$ cat src/rtl/divide_pkg.sv
// Shared types and constants for the iterative restoring divider.
package divide_pkg;

  localparam int DEFAULT_WIDTH = 32;

  typedef enum logic [1:0] {
    IDLE,
    RUN,
    DONE
  } state_t;

endpackage

$ cat src/rtl/divide_step.sv
// One combinational restoring shift-subtract step of the divider.
module divide_step
  import divide_pkg::*;
#(
  parameter int WIDTH = DEFAULT_WIDTH
) (
  input  logic [WIDTH-1:0] remainder,
  input  logic             dividend_bit,
  input  logic [WIDTH-1:0] divisor,
  output logic [WIDTH-1:0] next_remainder,
  output logic             quotient_bit
);

  logic [WIDTH:0] trial;

  // remainder < divisor always holds, so the WIDTH+1 bit difference is
  // either in [0, divisor) or wraps with its top bit set; that bit is the borrow.
  assign trial          = {remainder, dividend_bit} - {1'b0, divisor};
  assign quotient_bit   = ~trial[WIDTH];
  assign next_remainder = quotient_bit ? trial[WIDTH-1:0]
                                       : {remainder[WIDTH-2:0], dividend_bit};

endmodule

$ cat src/rtl/divide.sv
// Multi-cycle restoring divider: WIDTH steps, one per clock.
// Signed operation is compiled in only when DIVIDE_SIGNED_EN is defined.
module divide
  import divide_pkg::*;
#(
  parameter int WIDTH = DEFAULT_WIDTH
) (
  input  logic             clock,
  input  logic             reset,
  input  logic             start,
  input  logic             is_signed,
  input  logic [WIDTH-1:0] A,
  input  logic [WIDTH-1:0] B,
  output logic             busy,
  output logic             done,
  output logic [WIDTH-1:0] Hi,
  output logic [WIDTH-1:0] Lo
);

  localparam int CW = $clog2(WIDTH + 1);

  state_t           state, next_state;
  logic [CW-1:0]    count;
  logic [WIDTH-1:0] divisor, dividend, rem;
  logic [WIDTH-1:0] step_rem, quot;
  logic             step_q;
  logic [WIDTH-1:0] a_mag, b_mag;

`ifdef DIVIDE_SIGNED_EN
  logic a_neg, b_neg, neg_q, neg_r;

  assign a_neg = is_signed & A[WIDTH-1];
  assign b_neg = is_signed & B[WIDTH-1];
  assign a_mag = a_neg ? -A : A;
  assign b_mag = b_neg ? -B : B;
`else
  logic unused_is_signed;

  assign unused_is_signed = is_signed;
  assign a_mag            = A;
  assign b_mag            = B;
`endif

  divide_step #(.WIDTH(WIDTH)) u_step (
    .remainder     (rem),
    .dividend_bit  (dividend[WIDTH-1]),
    .divisor       (divisor),
    .next_remainder(step_rem),
    .quotient_bit  (step_q)
  );

  // Quotient bits shift into the dividend register as its bits are consumed.
  assign quot = {dividend[WIDTH-2:0], step_q};

  always_ff @(posedge clock) begin
    if (reset) state <= IDLE;
    else       state <= next_state;
  end

  always_comb begin
    next_state = state;
    case (state)
      IDLE:    if (start) next_state = (B == '0) ? DONE : RUN;
      RUN:     if (count == CW'(1)) next_state = DONE;
      DONE:    next_state = IDLE;
      default: next_state = IDLE;
    endcase
  end

  always_comb begin
    busy = (state != IDLE);
    done = (state == DONE);
  end

  always_ff @(posedge clock) begin
    if (reset) begin
      count    <= '0;
      divisor  <= '0;
      dividend <= '0;
      rem      <= '0;
      Hi       <= '0;
      Lo       <= '0;
`ifdef DIVIDE_SIGNED_EN
      neg_q    <= 1'b0;
      neg_r    <= 1'b0;
`endif
    end else begin
      case (state)
        IDLE: begin
          if (start) begin
            count    <= CW'(WIDTH);
            divisor  <= b_mag;
            dividend <= a_mag;
            rem      <= '0;
`ifdef DIVIDE_SIGNED_EN
            neg_q    <= a_neg ^ b_neg;
            neg_r    <= a_neg;
`endif
            // Divide by zero bypasses RUN and reports the raw dividend.
            if (B == '0) begin
              Hi <= A;
              Lo <= '1;
            end
          end
        end
        RUN: begin
          count    <= count - CW'(1);
          rem      <= step_rem;
          dividend <= quot;
          if (count == CW'(1)) begin
`ifdef DIVIDE_SIGNED_EN
            Lo <= neg_q ? -quot : quot;
            Hi <= neg_r ? -step_rem : step_rem;
`else
            Lo <= quot;
            Hi <= step_rem;
`endif
          end
        end
        default: ;
      endcase
    end
  end

endmodule

$ cat config.mk
export PLATFORM = sky130hd
export DESIGN_NAME = divide
export DESIGN_NICKNAME = d
export VERILOG_FILES = /design/src/rtl/divide_pkg.sv /design/src/rtl/divide_step.sv /design/src/rtl/divide.sv
export SDC_FILE = /design/constraint.sdc
export NUM_CORES = 1
export LEC_CHECK = 0
export ABC_AREA = 1
export CORE_UTILIZATION = 30
export DETAILED_ROUTE_END_ITERATION = 7
export PLACE_DENSITY_LB_ADDON = 0.12
export SLEW_MARGIN = 0
export SYNTH_ARGS = -nofsm -noshare
export SYNTH_HDL_FRONTEND = slang
export SYNTH_SLANG_ARGS = --single-unit
$ cat constraint.sdc
create_clock -name clock -period 2.73 [get_ports clock]
set_input_delay 0.273 -clock clock [delete_from_list [all_inputs] [get_ports clock]]
set_output_delay 0.273 -clock clock [all_outputs]
set_load 0.01 [all_outputs]
==> flow_metrics.tcl <==
set metrics [dict create \
    r2r_end "rem[10]$_SDFFE_PP0P_" \
    synth_flop_cell "dfxtp_1" \
    antenna_found_initial 0 \
    grt_max_degree 72 \
    worst_setup_path_end_kind "flop" \
    yosysTopAreaCellShare_pct 32.7 \
    r2r_slack_ps 170 \
    path_class "reg2reg" \
    fin_worst_skew_ps 12.3 \
    grt_pass1_vias 9441 \
    p_switching_mw 4.99 \
    die-height_um 187 \
    worst_pin_slew_ps 871 \
    hpwl_um 24600 \
    ys_ff_latch 168 \
    synth_area_mm2 0.0103 \
    reg2reg_depth 17 \
    fp.dieW_um 187 \
    swShare_pct 43.9 \
    crit_path_end "rem[10]$_SDFFE_PP0P_" \
    p_leak_nw 6.22 \
    row_count 67 \
    io_pins 134 \
    setup_viol 0 \
    dpl_cell_area_mm2 0.0121 \
    wl_per_cell_um 14.9 \
    async_flop_share_pct 0 \
    finalHoldViolCount 0 \
    hold_class "in2reg" \
    clkPwrFrac_pct 22.2 \
    min_period_ps 2560 \
    p_comb_share_pct 48.5 \
    portBuffers 132 \
    tritoncts "done" \
    vias_per_cell 4.53 \
    drv_slew 0 \
    place_congestion 0.858 \
    synth_area_leaders "dfxtp_1 (33%), nand2_1 (16%), inv_1 (9.7%)" \
    seq_power_share_pct 29.3 \
    cp_slowest_cell "fa_1" \
    start_util_pct 30.6 \
    path_cells "inv_1, ha_1, inv_1, fa_1, nand2_1, nand2_1, nand3_2, nand2_4, nand2_2, nand2_4, nand2_4, nand3_2, nand2_8, nand3_2, nand3_1, nand2_1, inv_1" \
    critical-path-top-delay-family "simple AND/OR/NAND/NOR gates" \
    grt-ovfl-total 0 \
    intPower_mw 6.37 \
    worstPathMaxFanout 33 \
    postLayoutCoreUtil_pct 37.9 \
    grt_pass1_wl_um 52000 \
    critPathArrivalTime_ps 2950 \
    period_share_pct 93.6 \
    grt_usage_pct 18.9 \
    syn_nets 1705 \
    synth.most_common_cell "nand2_1" \
    start_kind "flop" \
    cts_hold_repair.buffers 0 \
    status "complete, no violations" \
    drc_errors 0 \
    num_antenna_cells 0 \
    timing.fmax_mhz 391 \
    max_slew_margin_pct 41.8 \
    cts-root-buf "clkbuf_16" \
    power_density_mw_per_mm2 892 \
    clock_sinks 168 \
    critPathRequiredTime_ps 3120 \
    slowest_delay_ps 410 \
    numCtsBuffers 17 \
    rsz0062_at_grt "true" \
    vias 9867 \
    synth_top_area_cell "dfxtp_1" \
    crit_start "dividend[31]$_SDFFE_PP0P_" \
    post_synth.cell_area_avg_um2 6.42 \
    timing.final.ws_setup_ps 174 \
    dp_slack_ps 47.3 \
    syn_to_final_growth_pct 23.8 \
    path_buf_inv 3 \
    synthCells 1602 \
    design_area_mm2 0.0127 \
    clk_pin_slew_ps 70 \
    coreArea_mm2 0.0336 \
    cts_max_path_buffers 2 \
    first_pass_iters 5 \
    final.setup.tns_ps 0 \
    worstSkewPairLatency_ps 440 \
    wirelength_um 32400 \
    die_area_mm2 0.0350 \
    finalHoldWorstSlack_ps 361 \
    drive_above_1_share_pct 9.78 \
    worstReg2RegStart "dividend[31]$_SDFFE_PP0P_" \
    nets 1818 \
    path_depth 17 \
    ctsHtreeMaxLevel 4 \
    synth_commonest_cells "nand2_1 (448), inv_1 (265), dfxtp_1 (168)" \
    ys_warn_count 0 \
    ant_nets 0 \
    ir_drop_mv 0.461 \
    cap_violations 0 \
    synth-edff-count 0 \
    ys_seq_area_share_pct 32.7 \
    drt_iter0_markers 549 \
    synth_cell_types 43 \
]
## worst min-delay path: stages
cell	delay (ps)
buf_2	100
inv_2	210
nand2_1	140
inv_1	30
## layout by cell type (no fill, tap or decap), drive strengths merged
cell type        n
a31oi           32
inv            286
a211oi           1
nand4           10
nand2          463
nand3          155
o22ai            1
or2              2
a21oi           84
nand3b           2
clkinvlp         1
bufinv           2
nor2           154
ha              34
nor3            10
o211ai           1
a21o             2
buf             34
clkinv           8
fa               1
dfxtp          168
xor2            15
o21bai           1
nor4             4
and2             6
o21ai          100
clkdlybuf4s50  131
clkbuf          19
o311a            1
## layer usage
layer | global-route usage (%) | wire length (um) | vias to the layer above
met5 | 0 | 0 | -
met2 | 31.4 | 15000 | 177
met1 | 25.4 | 15900 | 4436
met4 | 4.76 | 493 | 0
met3 | 2.95 | 978 | 27
li1 | - | - | 5227
## worst min-delay path by stage
stage | startpoint | end | slack [ps] | cells after the start
2_1_floorplan | B[0] | divisor[0]$_SDFFE_PP0P_ | 410 | 2
3_3_place_gp | Lo[8]$_SDFFE_PP0P_ | Lo[8]$_SDFFE_PP0P_ | 450 | 2
3_5_place_dp | Lo[8]$_SDFFE_PP0P_ | Lo[8]$_SDFFE_PP0P_ | 450 | 2
4_1_cts | reset | rem[1]$_SDFFE_PP0P_ | 350 | 4
5_1_grt | reset | rem[4]$_SDFFE_PP0P_ | 390 | 4
6_report | reset | rem[1]$_SDFFE_PP0P_ | 360 | 4
## power by group through the flow
| stage | logic, mW | clock network (mW) | registers, mW |
|---|---|---|---|
| after floorplan | 3.72 | 0 | 3.38 |
| after detailed placement | 5.45 | 0 | 3.39 |
| after CTS | 5.48 | 2.59 | 3.34 |
| final | 5.51 | 2.52 | 3.33 |
| after global placement | 5.45 | 0 | 3.39 |
| after global routing | 6.20 | 2.68 | 3.40 |
## layout make-up
type                       count  area (um2)
multi-input combinational   1079        5490
timing repair buffer         165        1660
clock inverter                13         143
fill                        3705       20900
inverter                     284        1070
clock buffer                  19         453
tap                          448         561
sequential                   168        3360
## cell families after synthesis
kind of cell	share of synthesized area, %
adders and majority gates	4.33
AOI/OAI and AO/OA	11.6
buffers and inverters	14.4
xor gates and xnor gates	1.28
DFF	32.7
and+or+nand+nor	35.7
## state kept, by name (all words and copies together) (netlist names)
register and flops:
rem 32, state 2, dividend 32, Lo 32
divisor 32, Hi 32, count 6
## per-stage QoR
stage	total power, mW	cells
after floorplan	7.10	1602
after global placement	8.83	2139
after detailed placement	8.84	2139
after CTS	11.4	2171
after global routing	12.3	2176
final	11.4	2176
## timing repair
action | CTS | global route
setup endpoints to repair | 0 | 37
buffers inserted | 0 | 5
gates resized for setup | 0 | 7
hold endpoints to repair | 0 | 0
No activity file was read; power rests on OpenSTA's default activity.
